===== src/rtl/reflex_pkg.sv =====
// Shared definitions for the game timer slice.
//   timer_state_e    : timer FSM states
//   GAME_SECONDS_DEF : default game length in seconds
//   CLK_HZ           : system clock frequency, default prescaler divide
//   TIME_W           : width of the elapsed/remaining seconds fields
package reflex_pkg;

  localparam int unsigned GAME_SECONDS_DEF = 30;
  localparam int unsigned CLK_HZ           = 100_000_000;
  localparam int unsigned TIME_W           = 5;

  typedef enum logic [1:0] {
    ST_IDLE   = 2'd0,
    ST_RUN    = 2'd1,
    ST_PAUSED = 2'd2,
    ST_DONE   = 2'd3
  } timer_state_e;

endpackage


===== src/rtl/sec_prescaler.sv =====
// Divides clk_i down to one tick per game second.
//   clk_i, rst_ni : clock, async active-low reset
//   en_i          : count enable (timer in RUN)
//   clr_i         : synchronous clear, wins over en_i
//   tick_o        : combinational, high on the cycle the counter wraps
module sec_prescaler
  import reflex_pkg::*;
#(
  parameter int unsigned TICK_DIV = CLK_HZ
) (
  input  logic clk_i,
  input  logic rst_ni,
  input  logic en_i,
  input  logic clr_i,
  output logic tick_o
);

  localparam int unsigned CNT_W = ($clog2(TICK_DIV) > 0) ? $clog2(TICK_DIV) : 1;
  localparam logic [CNT_W-1:0] CNT_LAST = CNT_W'(TICK_DIV - 1);

  if (TICK_DIV < 2) begin : g_bad_div
    $error("sec_prescaler: TICK_DIV must be at least 2");
  end

  logic [CNT_W-1:0] cnt_q, cnt_d;

  assign tick_o = en_i && (cnt_q == CNT_LAST);

  always_comb begin
    cnt_d = cnt_q;
    if (clr_i) begin
      cnt_d = '0;
    end else if (en_i) begin
      cnt_d = tick_o ? '0 : cnt_q + 1'b1;
    end
  end

  always_ff @(posedge clk_i or negedge rst_ni) begin
    if (!rst_ni) begin
      cnt_q <= '0;
    end else begin
      cnt_q <= cnt_d;
    end
  end

endmodule


===== src/rtl/game_timer.sv =====
// Game timer: counts elapsed seconds 0..GAME_SECONDS with start/pause/abort.
//   clk_i, rst_ni      : clock, async active-low reset
//   start_i            : pulse, begins a game from IDLE or DONE
//   pause_i            : level, holds counting while high
//   abort_i            : pulse, returns to IDLE from any state
//   elapsed_time_o     : seconds elapsed in the current game
//   remaining_time_o   : GAME_SECONDS - elapsed_time_o
//   sec_tick_o         : one-cycle pulse per elapsed increment
//   running_o, done_o  : state is RUN / DONE
//   time_up_o          : one-cycle pulse when elapsed reaches GAME_SECONDS
// All outputs are registered from next-state values.
module game_timer
  import reflex_pkg::*;
#(
  parameter int unsigned TICK_DIV     = CLK_HZ,
  parameter int unsigned GAME_SECONDS = GAME_SECONDS_DEF
) (
  input  logic              clk_i,
  input  logic              rst_ni,
  input  logic              start_i,
  input  logic              pause_i,
  input  logic              abort_i,
  output logic [TIME_W-1:0] elapsed_time_o,
  output logic [TIME_W-1:0] remaining_time_o,
  output logic              sec_tick_o,
  output logic              running_o,
  output logic              time_up_o,
  output logic              done_o
);

  if (GAME_SECONDS < 1 || GAME_SECONDS > 31) begin : g_bad_seconds
    $error("game_timer: GAME_SECONDS must be in 1..31");
  end

  localparam logic [TIME_W-1:0] GS_FULL = TIME_W'(GAME_SECONDS);
  localparam logic [TIME_W-1:0] GS_LAST = TIME_W'(GAME_SECONDS - 1);

  timer_state_e      state_q, state_d;
  logic [TIME_W-1:0] elapsed_q, elapsed_d;
  logic [TIME_W-1:0] remaining_q, remaining_d;
  logic              sec_tick_q, sec_tick_d;
  logic              time_up_q, time_up_d;
  logic              running_q, running_d;
  logic              done_q, done_d;
  logic              tick;
  logic              presc_clr;

  sec_prescaler #(
    .TICK_DIV (TICK_DIV)
  ) u_prescaler (
    .clk_i  (clk_i),
    .rst_ni (rst_ni),
    .en_i   (state_q == ST_RUN),
    .clr_i  (presc_clr),
    .tick_o (tick)
  );

  always_comb begin
    state_d    = state_q;
    elapsed_d  = elapsed_q;
    sec_tick_d = 1'b0;
    time_up_d  = 1'b0;
    presc_clr  = 1'b0;

    if (abort_i) begin
      // Abort outranks a coincident tick: the increment is dropped.
      state_d   = ST_IDLE;
      elapsed_d = '0;
      presc_clr = 1'b1;
    end else begin
      unique case (state_q)
        ST_IDLE, ST_DONE: begin
          if (start_i) begin
            state_d   = pause_i ? ST_PAUSED : ST_RUN;
            elapsed_d = '0;
            presc_clr = 1'b1;
          end
        end
        ST_RUN: begin
          if (tick) begin
            elapsed_d  = elapsed_q + 1'b1;
            sec_tick_d = 1'b1;
            if (elapsed_q == GS_LAST) begin
              state_d   = ST_DONE;
              time_up_d = 1'b1;
            end else if (pause_i) begin
              state_d = ST_PAUSED;
            end
          end else if (pause_i) begin
            state_d = ST_PAUSED;
          end
        end
        ST_PAUSED: begin
          // Prescaler is disabled here, so the partial second is kept.
          if (!pause_i) begin
            state_d = ST_RUN;
          end
        end
        default: begin
          state_d = ST_IDLE;
        end
      endcase
    end

    remaining_d = GS_FULL - elapsed_d;
    running_d   = (state_d == ST_RUN);
    done_d      = (state_d == ST_DONE);
  end

  always_ff @(posedge clk_i or negedge rst_ni) begin
    if (!rst_ni) begin
      state_q     <= ST_IDLE;
      elapsed_q   <= '0;
      remaining_q <= GS_FULL;
      sec_tick_q  <= 1'b0;
      time_up_q   <= 1'b0;
      running_q   <= 1'b0;
      done_q      <= 1'b0;
    end else begin
      state_q     <= state_d;
      elapsed_q   <= elapsed_d;
      remaining_q <= remaining_d;
      sec_tick_q  <= sec_tick_d;
      time_up_q   <= time_up_d;
      running_q   <= running_d;
      done_q      <= done_d;
    end
  end

  assign elapsed_time_o   = elapsed_q;
  assign remaining_time_o = remaining_q;
  assign sec_tick_o       = sec_tick_q;
  assign time_up_o        = time_up_q;
  assign running_o        = running_q;
  assign done_o           = done_q;

endmodule

===== config.mk =====
export PLATFORM = sky130hd
export DESIGN_NAME = game_timer
export DESIGN_NICKNAME = d
export VERILOG_FILES = /design/src/rtl/reflex_pkg.sv /design/src/rtl/sec_prescaler.sv /design/src/rtl/game_timer.sv
export SDC_FILE = /design/constraint.sdc
export NUM_CORES = 1
export LEC_CHECK = 0
export CORE_MARGIN = 2
export CORE_UTILIZATION = 30
export CTS_CLUSTER_DIAMETER = 60
export DETAILED_ROUTE_END_ITERATION = 12
export PLACE_DENSITY = 0.49
export SLEW_MARGIN = 0
export SYNTH_ARGS = -nofsm -noshare
export SYNTH_HDL_FRONTEND = slang
export SYNTH_HIERARCHICAL = 1
export SYNTH_SLANG_ARGS = --single-unit

===== constraint.sdc =====
create_clock -name clk_i -period 8.6 [get_ports clk_i]
set_input_delay 2.15 -clock clk_i [delete_from_list [all_inputs] [get_ports clk_i]]
set_output_delay 2.15 -clock clk_i [all_outputs]
set_load 0.05 [all_outputs]

-- Yosys cells after proc, flatten, opt, wreduce, memory -nomap -nowiden
Cells that the tools add are included.
- $add $sub $neg: 3
- eq/ne operators: 7
- muxes and demuxes: 25
- reduce and logical (&&, ||, !) cells: 4
- operators with widths (kind ; count):
    2-to-1 mux 27 bit ; 3
    adder 27 x 1 -> 27 bit (second input constant) ; 1
    == test 27 bit (second input constant) ; 1
    2-to-1 mux 5 bit ; 3
    2-to-1 mux 2 bit ; 7
    2-to-1 mux 1 bit ; 10
    one-hot mux 5 bit (2 select lines) ; 1
    == test 2 bit (second input constant) ; 3
    one-hot mux 2 bit (3 select lines) ; 1
    adder 5 x 1 -> 5 bit (second input constant) ; 1
    == test 5 bit (second input constant) ; 1
    subtractor 5 bit (first input constant) ; 1
    == test 2 x 1 -> 1 bit (second input constant) ; 2
    logical NOT 2 bit ; 1
    nonzero test 2 bit ; 1
    OR reduction 2 bit ; 1
    logical AND 1 bit ; 1
- flip-flop bits (word level): 43
- input bits: 5
- output and inout port bits: 14
- logic and storage cells: 47

-- Logic depth before layout (Yosys ltp)
Gate-level depths: netlist of run 1.
- depth in word-level cells: 6
- depth in mapped cells: 11
- gate-level depth less buffers: 10

-- Modules after synthesis
The synthesis of run 1 kept the hierarchy.
- by module, submodules not included (module ; times used ; cells an instance ; area an instance (um^2) ; sequential area each (um^2)):
    sec_prescaler ; 1 ; 178 ; 1609.0 ; 675.6
    game_timer ; 1 ; 80 ; 837.1 ; 380.4

-- Worst setup path after synthesis of run 1
OpenSTA, ideal clock, no wires.
- path kind: input-to-reg
- start: in abort_i
- end: reg u_prescaler.cnt_q[19]
- library setup time: 0.078 ns
- arrival time: 3.678 ns
- required time: 8.522 ns
- setup slack: 4.845 ns
- stages: 6
- buffers on the path: 1
- cell sequence: buf_2 > a21o_1 > o2111a_1 > nand3_1 > or4_1 > a21oi_1
- longest elaborated chain between the ends: 2
- elaborated cells between the ends (all ways): 3
- those cells by class: mux (2); reduce/logical (1)
- ends and longest elaborated chain (element ; line ; RTL):
    start: declaration ; game_timer.sv:22 ; input logic abort_i,
    2-to-1 mux 1 bit * ; game_timer.sv:65 ; if (abort_i) begin
    via presc_clr ; game_timer.sv:46 ; logic presc_clr;
    2-to-1 mux 27 bit / nonzero test 2 bit (equally long branches) ; -- ;
    end signal: assignment ; sec_prescaler.sv:42 ; cnt_q <= cnt_d;
    end: declaration ; sec_prescaler.sv:25 ; logic [CNT_W-1:0] cnt_q, cnt_d;
Mark *: on every way through the listed nets, which the timed path passes. The rest lies on a longest branch.
A chain may end at the register's enable or synchronous reset.

-- Worst setup path after layout of run 1
Same ends and word-level chain as after synthesis.

==> impl_metrics.tcl, run 1 <==
set metrics [dict create \
    status "finished, final reports clean" \
    clk_pin_slew_ns 0.08 \
    worst-r2r-setup-slack_ns 4.93 \
    min_to "u_prescaler/cnt_q[16]$_DFFE_PN0P_" \
    irDropWorstVdd_v 0.00008386 \
    drtAntennaViolNets 0 \
    synth-main-ff-cell "dfrtp_1" \
    rows 32 \
    hold_buffers 0 \
    start_util 0.3133 \
    cts_tree "built" \
    leakage_nw 0.9876 \
    pin_count 19 \
    drc 0 \
    reg2reg_from "state_q[1]$_DFF_PN0_" \
    grt_pass1_wl_mm 9.742 \
    drt-total-wl_mm 5.920 \
    final-hold-violation-count 0 \
    synth_area_leaders "dfrtp_1, dfstp_2, nand3_1" \
    power_switching_mw 0.1640 \
    slew_violations 0 \
    core_area_um2 7807 \
    fmax_mhz 217.0 \
    crit_path_start_kind "input pin" \
    setup_viol 0 \
    grt_overflow 0 \
    setup.worst_path.start "abort_i" \
    path_class "input pin to flop" \
    worstPathMaxFanout 17 \
    async_flop_share 1.000 \
    drive_above_1_share 0.06618 \
    avgSynthCellArea_um2 9.481 \
    syn_inst 258 \
    cts_setup_buffers 0 \
    ctsHtreeMaxLevel 2 \
    min_path_type "flop to flop" \
    diodes 0 \
    synth_top_area_share 0.3887 \
    clk_path_buf_depth 2 \
    cts_buffers 5 \
    r2r_cells 10 \
    p_int_mw 0.3141 \
    mappedNetlistArea_um2 2446 \
    grt_max_degree 43 \
    fin_skew_ns 0.01017 \
    syn_nets 270 \
    swShare 0.3431 \
    final_core_util 0.3542 \
    worst_hold_startpoint "u_prescaler/cnt_q[16]$_DFFE_PN0P_" \
    synth_cell_types 53 \
    yosys.area.top_type "dfrtp_1" \
    area_growth_pct 13.04 \
    cp-end-kind "flop" \
    powerDensity_nw_per_um2 172.9 \
    period_share 0.5358 \
    cts_num_sinks 42 \
    vias 2052 \
    p_clk_frac 0.280 \
    drtPass1Iterations 4 \
    setup_tns_ns 0 \
    grt_usage 0.1399 \
    p_seq_frac 0.455 \
    num-fill-cells 794 \
    post_cts_resize_count 0 \
    drtIter0Drc 143 \
    routedWlPerCell_um 15.83 \
    antenna_found_initial 0 \
    cts-root-buf "clkbuf_8" \
    cp.required_ns 8.82 \
    r2r_end "remaining_time_o[4]$_DFF_PN1_" \
    p_comb_frac 0.266 \
    layout.nets 283 \
    yosysWarnings 6 \
    die_area_um2 8892 \
    max-cap-violations 0 \
    ys_seq_area_frac 0.4317 \
    cp.arrival_ns 4.82 \
    place_congestion 0.8185 \
    clk_latency_ns 0.29 \
    viasPerCell 5.487 \
    first_global_vias 1933 \
    die_w_um 94.30 \
    worstMarginPinSlew_ns 0.9462 \
    synth-edff-count 0 \
    hpwl_mm 4.000 \
    hold_path_depth 2 \
    rsz0062_at_grt "no" \
    die-height_um 94.30 \
    synth_seq_cells 42 \
    port_buffers 18 \
    slew_headroom 0.3692 \
    final.min_clock_period_ns 4.607 \
]
==> power by group through the flow <==
stage	Sequential (mW)	Combinational [mW]	Clock [mW]
6_report	0.217	0.127	0.134
5_1_grt	0.219	0.142	0.150
4_1_cts	0.217	0.128	0.142
3_5_place_dp	0.221	0.127	0
3_3_place_gp	0.221	0.125	0
2_1_floorplan	0.228	0.0915	0
==> per-stage QoR <==
step           instance area, um2  power [mW]  instances  hold slack (ns)  setup WS, ns
3_3_place_gp                 2675      0.3464        366           0.5490         3.809
4_1_cts                      2765      0.4873        374           0.5723         4.027
6_report                     2765      0.4781        374           0.5681         3.993
3_5_place_dp                 2675      0.3488        366           0.5600         3.730
2_1_floorplan                2446      0.3191        258           0.5198         4.845
5_1_grt                      2765      0.5109        374           0.6053         3.820
==> final cells by class <==
type | instances | area (um2) | share of cell area
Clock buffer | 8 | 90.09 | 0.03258
Sequential cell | 42 | 1056 | 0.3819
Timing Repair Buffer | 18 | 175.2 | 0.06335
Multi-Input combinational cell | 195 | 1282 | 0.4638
Inverter | 9 | 33.78 | 0.01222
Tap cell | 102 | 127.6 | 0.04615
==> kinds of logic after synthesis <==
family | share of synthesized area
adders and majority gates | 0.03580
and+or+nand+nor | 0.2496
muxes | 0.004092
AOI/OAI and AO/OA | 0.1918
xor gates and xnor gates | 0.04297
buffers and inverters | 0.04399
DFF | 0.4317
==> critical path, cell delays in order <==
cell	delay [ns]
clkdlybuf4s50_1	0.78
a21o_1	0.46
o2111a_1	0.41
nand3_1	0.30
or4_1	0.55
a21oi_1	0.17
==> sequential cells by signal (all words and copies together), names as in the netlist <==
name	count
time_up_o	1
running_o	1
elapsed_time_o	4
u_prescaler/cnt_q	27
done_o	1
state_q	2
sec_tick_o	1
remaining_time_o	5
==> worst max path at each step <==
stage / endpoint / slack, ns / cells past startpoint
2_1_floorplan: u_prescaler/cnt_q[19]$_DFFE_PN0P_ / 4.84 / 6
3_3_place_gp: u_prescaler/cnt_q[16]$_DFFE_PN0P_ / 3.81 / 6
3_5_place_dp: u_prescaler/cnt_q[16]$_DFFE_PN0P_ / 3.73 / 6
4_1_cts: u_prescaler/cnt_q[19]$_DFFE_PN0P_ / 4.03 / 6
5_1_grt: u_prescaler/cnt_q[19]$_DFFE_PN0P_ / 3.82 / 6
6_report: u_prescaler/cnt_q[19]$_DFFE_PN0P_ / 3.99 / 6
==> synthesized netlist by cell type (2+ instances only) <==
cell type,count
xor2_1,7
o221ai_1,2
or4_1,10
a211oi_2,2
nor2b_1,2
and4_1,2
nor3_1,2
o22ai_1,3
a211oi_1,3
buf_6,3
a21oi_1,15
a31oi_1,2
o31ai_1,5
nor2_1,18
dfstp_2,4
nand2_1,19
nand3_1,18
and3_1,2
o31a_1,2
nand2b_1,5
xnor2_1,5
clkbuf_1,6
or2_1,2
inv_1,9
nand4_1,11
ha_1,7
o41a_1,2
a21o_1,2
o211ai_1,2
buf_2,2
nor4_1,4
dfrtp_1,38
o21ai_0,15
or3_1,8
==> cells in the final DEF, fill, tap and decap left out, types with 3 or more instances in the layout <==
cell type	count
o22ai_1	3
nor4_1	4
nor2_1	18
nand2_1	19
o31ai_1	5
xnor2_1	5
a211oi_1	3
clkbuf_8	6
clkdlybuf4s50_1	17
dfrtp_1	38
nand3_1	18
nand2b_1	5
xor2_1	7
or4_1	10
inv_1	9
nand4_1	11
ha_1	7
or3_1	8
o21ai_0	15
dfstp_2	4
a21oi_1	15
==> routing by layer <==
layer / GRT usage / routed length (um)
met2: 0.2238 / 2712
met3: 0.02408 / 163
met4: 0.04710 / 82
met5: 0 / 0
met1: 0.1910 / 2962
Power figures use the tool's default switching activity.
==> run 2: changes to the inputs <==
==> constraint.sdc (replaced) <==
create_clock -name clk_i -period 4.7 [get_ports clk_i]
set_input_delay 1.175 -clock clk_i [delete_from_list [all_inputs] [get_ports clk_i]]
set_output_delay 1.175 -clock clk_i [all_outputs]
set_load 0.05 [all_outputs]
==> impl_metrics.tcl, run 2 (synthesis gave the netlist of run 1 again) <==
set metrics [dict create \
    status "finished, final reports clean" \
    hold_path_depth 2 \
    cts_setup_buffers 0 \
    path_cells "or4_1, or4_1, nor2_1, nand2_1, or3_1, a31oi_1, ha_1, nand3_1, xor2_1" \
    pin_count 19 \
    cp_num_buf_inv 0 \
    clk_latency_ns 0.29 \
    diodes 0 \
    powerDensity_nw_per_um2 328.7 \
    clk_path_buf_depth 2 \
    worstMarginPinSlew_ns 0.9333 \
    rsz0062_at_grt "no" \
    crit_path_start_kind "flop" \
    final_common_cell "dfrtp_1" \
    routedWlPerCell_um 14.41 \
    die-height_um 94.30 \
    core_area_um2 7807 \
    slew_violations 0 \
    first_global_vias 1920 \
    layout_common_cells "dfrtp_1, nand2_1, nor2_1, nand3_1, clkdlybuf4s50_1" \
    setup_viol 0 \
    slew_headroom 0.3778 \
    final-hold-violation-count 0 \
    leakage_nw 1.010 \
    drtIter0Drc 146 \
    viasPerCell 5.295 \
    grt_usage 0.1343 \
    drtPass1Iterations 4 \
    final.min_clock_period_ns 3.474 \
    hpwl_mm 3.765 \
    min_path_type "flop to flop" \
    area_growth_pct 14.73 \
    grt_pass1_wl_mm 9.556 \
    largest_reg_flops 27 \
    design_area_um2 2806 \
    antenna_found_initial 0 \
    cts_tree "built" \
    cts_buffers 5 \
    cts-root-buf "clkbuf_8" \
    drtAntennaViolNets 0 \
    setup_tns_ns 0 \
    die_area_um2 8892 \
    layout.nets 285 \
    r2r_cells 9 \
    num-fill-cells 783 \
    hold_buffers 0 \
    cp_top_family "simple AND/OR/NAND/NOR gates" \
    die_w_um 94.30 \
    worstPathMaxFanout 9 \
    path_class "flop to flop" \
    cts_num_sinks 42 \
    placed_area_um2 2690 \
    cp.depth 9 \
    place_congestion 0.7820 \
    power.total_mw 0.9223 \
    fmax_mhz 287.8 \
    grt_overflow 0 \
    rows 32 \
    max-cap-violations 0 \
    drc 0 \
    cp.arrival_ns 3.69 \
    vias 1991 \
    cp-end-kind "flop" \
    drt-total-wl_mm 5.419 \
    largest-register "u_prescaler/cnt_q" \
    start_util 0.3133 \
    ctsHtreeMaxLevel 2 \
    clk_pin_slew_ns 0.08 \
    port_buffers 18 \
    fin_skew_ns 0.01009 \
    cpPeakStageDelay_ns 0.69 \
    drive_above_1_share 0.07664 \
    period_share 0.7392 \
    crit_top_cell "or4_1" \
    irDropWorstVdd_v 0.0001655 \
    post_cts_resize_count 0 \
    critPathSlowestCell "or4_1" \
    cp.required_ns 4.91 \
    grt_max_degree 43 \
]
==> run 2: cell types whose count changed in the layout (fill, tap and decap cells not counted) <==
cell | previous run | this run
buf_4 | 0 | 2
bufinv_16 | 0 | 1
clkbuf_1 | 2 | 1
==> run 2: final cells by class <==
type                            instances  area, um2  share of cell area
Clock buffer                            7      86.33             0.03076
Timing Repair Buffer                   20      190.2             0.06777
Clock inverter                          1      30.03             0.01070
Inverter                                9      33.78             0.01204
Multi-Input combinational cell        195       1282              0.4570
Sequential cell                        42       1056              0.3763
Tap cell                              102      127.6             0.04547
==> run 2: where the power goes <==
part | switching, mW | total [mW] | internal, mW
clock | 0.120 | 0.293 | 0.173
sequential | 0.0192 | 0.398 | 0.379
combinational | 0.150 | 0.232 | 0.0813
total | 0.289 | 0.922 | 0.633
==> run 2: worst min-delay path: cells and delay by family, from the launching register on <==
| family | cells | cell delay (ns) |
|---|---|---|
| flip-flops | 1 | 0.40 |
| AO/OA/AOI/OAI | 2 | 0.13 |
==> run 2: per-layer routing <==
metal  part of all wire  global-route usage
met1               0.51              0.1964
met2               0.44              0.2030
met3              0.033             0.02408
met4             0.0090             0.03623
met5                  0                   0
==> run 2: per-stage QoR <==
| stage | hold slack, ns | util | cells | setup slack [ns] |
|---|---|---|---|---|
| 2_1_floorplan | 0.5198 | - | 258 | 1.712 |
| 3_3_place_gp | 0.5480 | 0.3446 | 368 | 1.136 |
| 3_5_place_dp | 0.5563 | 0.3446 | 368 | 1.091 |
| 4_1_cts | 0.5674 | 0.3595 | 376 | 1.220 |
| 5_1_grt | 0.5854 | 0.3595 | 376 | 0.9243 |
| 6_report | 0.5639 | 0.3595 | 376 | 1.226 |
==> run 2: final timing paths <==
| check | startpoint | to | slack (ns) |
|---|---|---|---|
| min in group asynchronous | rst_ni | u_prescaler/cnt_q[11]$_DFFE_PN0P_ | 1.02 |
| setup / recovery | u_prescaler/cnt_q[19]$_DFFE_PN0P_ | remaining_time_o[4]$_DFF_PN1_ | 1.23 |
| setup reg to reg | u_prescaler/cnt_q[19]$_DFFE_PN0P_ | remaining_time_o[4]$_DFF_PN1_ | 1.23 |
| hold reg to reg | u_prescaler/cnt_q[16]$_DFFE_PN0P_ | u_prescaler/cnt_q[16]$_DFFE_PN0P_ | 0.56 |
| max in group asynchronous | rst_ni | u_prescaler/cnt_q[22]$_DFFE_PN0P_ | 3.09 |
| hold / removal | u_prescaler/cnt_q[16]$_DFFE_PN0P_ | u_prescaler/cnt_q[16]$_DFFE_PN0P_ | 0.56 |
==> run 3: changes to the inputs <==
--- a/config.mk
+++ b/config.mk
@@ -9,7 +9,7 @@
 export CORE_UTILIZATION = 30
 export CTS_CLUSTER_DIAMETER = 60
 export DETAILED_ROUTE_END_ITERATION = 12
-export PLACE_DENSITY = 0.49
+export PLACE_DENSITY = 0.5
 export SLEW_MARGIN = 0
 export SYNTH_ARGS = -nofsm -noshare
 export SYNTH_HDL_FRONTEND = slang
==> constraint.sdc (replaced) <==
create_clock -name clk_i -period 2.9 [get_ports clk_i]
set_input_delay 0.725 -clock clk_i [delete_from_list [all_inputs] [get_ports clk_i]]
set_output_delay 0.725 -clock clk_i [all_outputs]
set_load 0.05 [all_outputs]
==> impl_metrics.tcl, run 3 (synthesis gave the netlist of run 1 again) <==
set metrics [dict create \
    vias 2107 \
    hpwl_mm 4.365 \
    period_share 0.9461 \
    critPathSlowestCell "or4_1" \
    num-fill-cells 788 \
    max-cap-violations 0 \
    drtIter0Drc 126 \
    cts_num_sinks 42 \
    die_area_um2 8892 \
    cts_buffers 5 \
    cp_top_family "simple AND/OR/NAND/NOR gates" \
    reg2reg_from "u_prescaler/cnt_q[19]$_DFFE_PN0P_" \
    cp.arrival_ns 2.96 \
    r2r_end "remaining_time_o[4]$_DFF_PN1_" \
    grt_max_degree 30 \
    cp_num_buf_inv 0 \
    setup.worst_path.start "u_prescaler/cnt_q[19]$_DFFE_PN0P_" \
    start_util 0.3133 \
    drtPass1Iterations 4 \
    grt_pass1_wl_mm 10.09 \
    drc 0 \
    first_global_vias 1955 \
    clk_latency_ns 0.30 \
    hold_buffers 0 \
    path_class "flop to flop" \
    setup_viol 0 \
    timing.final.ws_setup_ns 0.1562 \
    pin_count 19 \
    worstPathMaxFanout 3 \
    drtAntennaViolNets 0 \
    final-hold-violation-count 0 \
    largest-register "u_prescaler/cnt_q" \
    diodes 0 \
    crit_path_start_kind "flop" \
    fmax_mhz 364.5 \
    fin_skew_ns 0.008623 \
    place_ws_ns 0.06933 \
    worst-r2r-setup-slack_ns 0.16 \
    leakage_nw 1.117 \
    slew_violations 0 \
    cp.depth 9 \
    powerDensity_nw_per_um2 500.9 \
    drive_above_1_share 0.1661 \
    final_common_cell "dfrtp_1" \
    grt_usage 0.1440 \
    area_growth_pct 22.30 \
    clk_pin_slew_ns 0.09 \
    die-height_um 94.30 \
    rows 32 \
    setup_tns_ns 0 \
    min_path_type "input pin to async pin" \
    cp-end-kind "flop" \
    port_buffers 18 \
    largest_reg_flops 27 \
    routedWlPerCell_um 15.11 \
    clk_path_buf_depth 2 \
    die_w_um 94.30 \
    layout_common_cells "dfrtp_1, buf_4, nand2_1, nand3_1" \
    slew_headroom 0.6639 \
    drt-total-wl_mm 6.000 \
    final.min_clock_period_ns 2.744 \
    rsz0062_at_grt "no" \
    cts-root-buf "clkbuf_8" \
    worstMarginPinSlew_ns 0.5026 \
    viasPerCell 5.307 \
    regArea_um2 1056 \
    ctsHtreeMaxLevel 2 \
    antenna_found_initial 0 \
    irDropWorstVdd_v 0.0001994 \
    status "finished, final reports clean" \
    layout.nets 306 \
    r2r_cells 9 \
    multi_input_area_um2 1316 \
    cts_tree "built" \
    path_cells "or4_1, or4_4, nor2_2, nand2_1, or3_1, a31oi_4, ha_2, nand3_1, xor2_1" \
    cpPeakStageDelay_ns 0.52 \
    grt_overflow 0 \
    cp.required_ns 3.11 \
    place_congestion 0.8057 \
    core_area_um2 7807 \
    crit_end "remaining_time_o[4]$_DFF_PN1_" \
]
-- run 3: worst min-delay path by stage --
stage,start,end,depth (start not counted)
6_report,rst_ni,u_prescaler/cnt_q[11]$_DFFE_PN0P_,1
5_1_grt,rst_ni,u_prescaler/cnt_q[7]$_DFFE_PN0P_,1
4_1_cts,rst_ni,u_prescaler/cnt_q[11]$_DFFE_PN0P_,1
3_5_place_dp,u_prescaler/cnt_q[16]$_DFFE_PN0P_,u_prescaler/cnt_q[16]$_DFFE_PN0P_,2
3_3_place_gp,u_prescaler/cnt_q[16]$_DFFE_PN0P_,u_prescaler/cnt_q[16]$_DFFE_PN0P_,2
2_1_floorplan,rst_ni,done_o$_DFF_PN0_,0
-- run 3: where the power goes --
part | leakage [nW] | internal (mW) | total [mW] | switching, mW
registers | 0.570 | 0.613 | 0.646 | 0.0321
clock network | 0.0575 | 0.241 | 0.446 | 0.206
logic | 0.489 | 0.149 | 0.407 | 0.257
total | 1.12 | 1.00 | 1.50 | 0.495
-- run 3: final cells by class --
cell class	count	area share
well taps	102	0.04266
clock buffers	8	0.03680
repair buffers	41	0.1163
multi-input cells	195	0.4400
flip-flops and latches	42	0.3530
inverters	9	0.01129
-- run 3: stage by stage --
stage / std cells / cell area (um2) / hold slack, ns / total power, mW / util
after floorplan: 258 / 2449 / 0.4294 / 0.9464 / -
after global placement: 389 / 2850 / 0.5452 / 1.064 / 0.3651
after detailed placement: 389 / 2850 / 0.5483 / 1.064 / 0.3651
after CTS: 397 / 2960 / 0.3155 / 1.516 / 0.3792
after global routing: 397 / 2992 / 0.3333 / 1.589 / 0.3832
final: 397 / 2992 / 0.3094 / 1.499 / 0.3832
-- run 3: metal layers --
layer  track usage  up-vias  share of wire
met1        0.2141     1033           0.50
li1              -     1040              -
met3       0.02167        6          0.027
met2        0.2143       28           0.46
met4       0.04469        0          0.012
met5             0        -              0
-- run 3: what timing repair did --
item                       4_1_cts  5_1_grt
setup buffers                    0        0
resized for setup                0        6
setup endpoints to repair        0        1
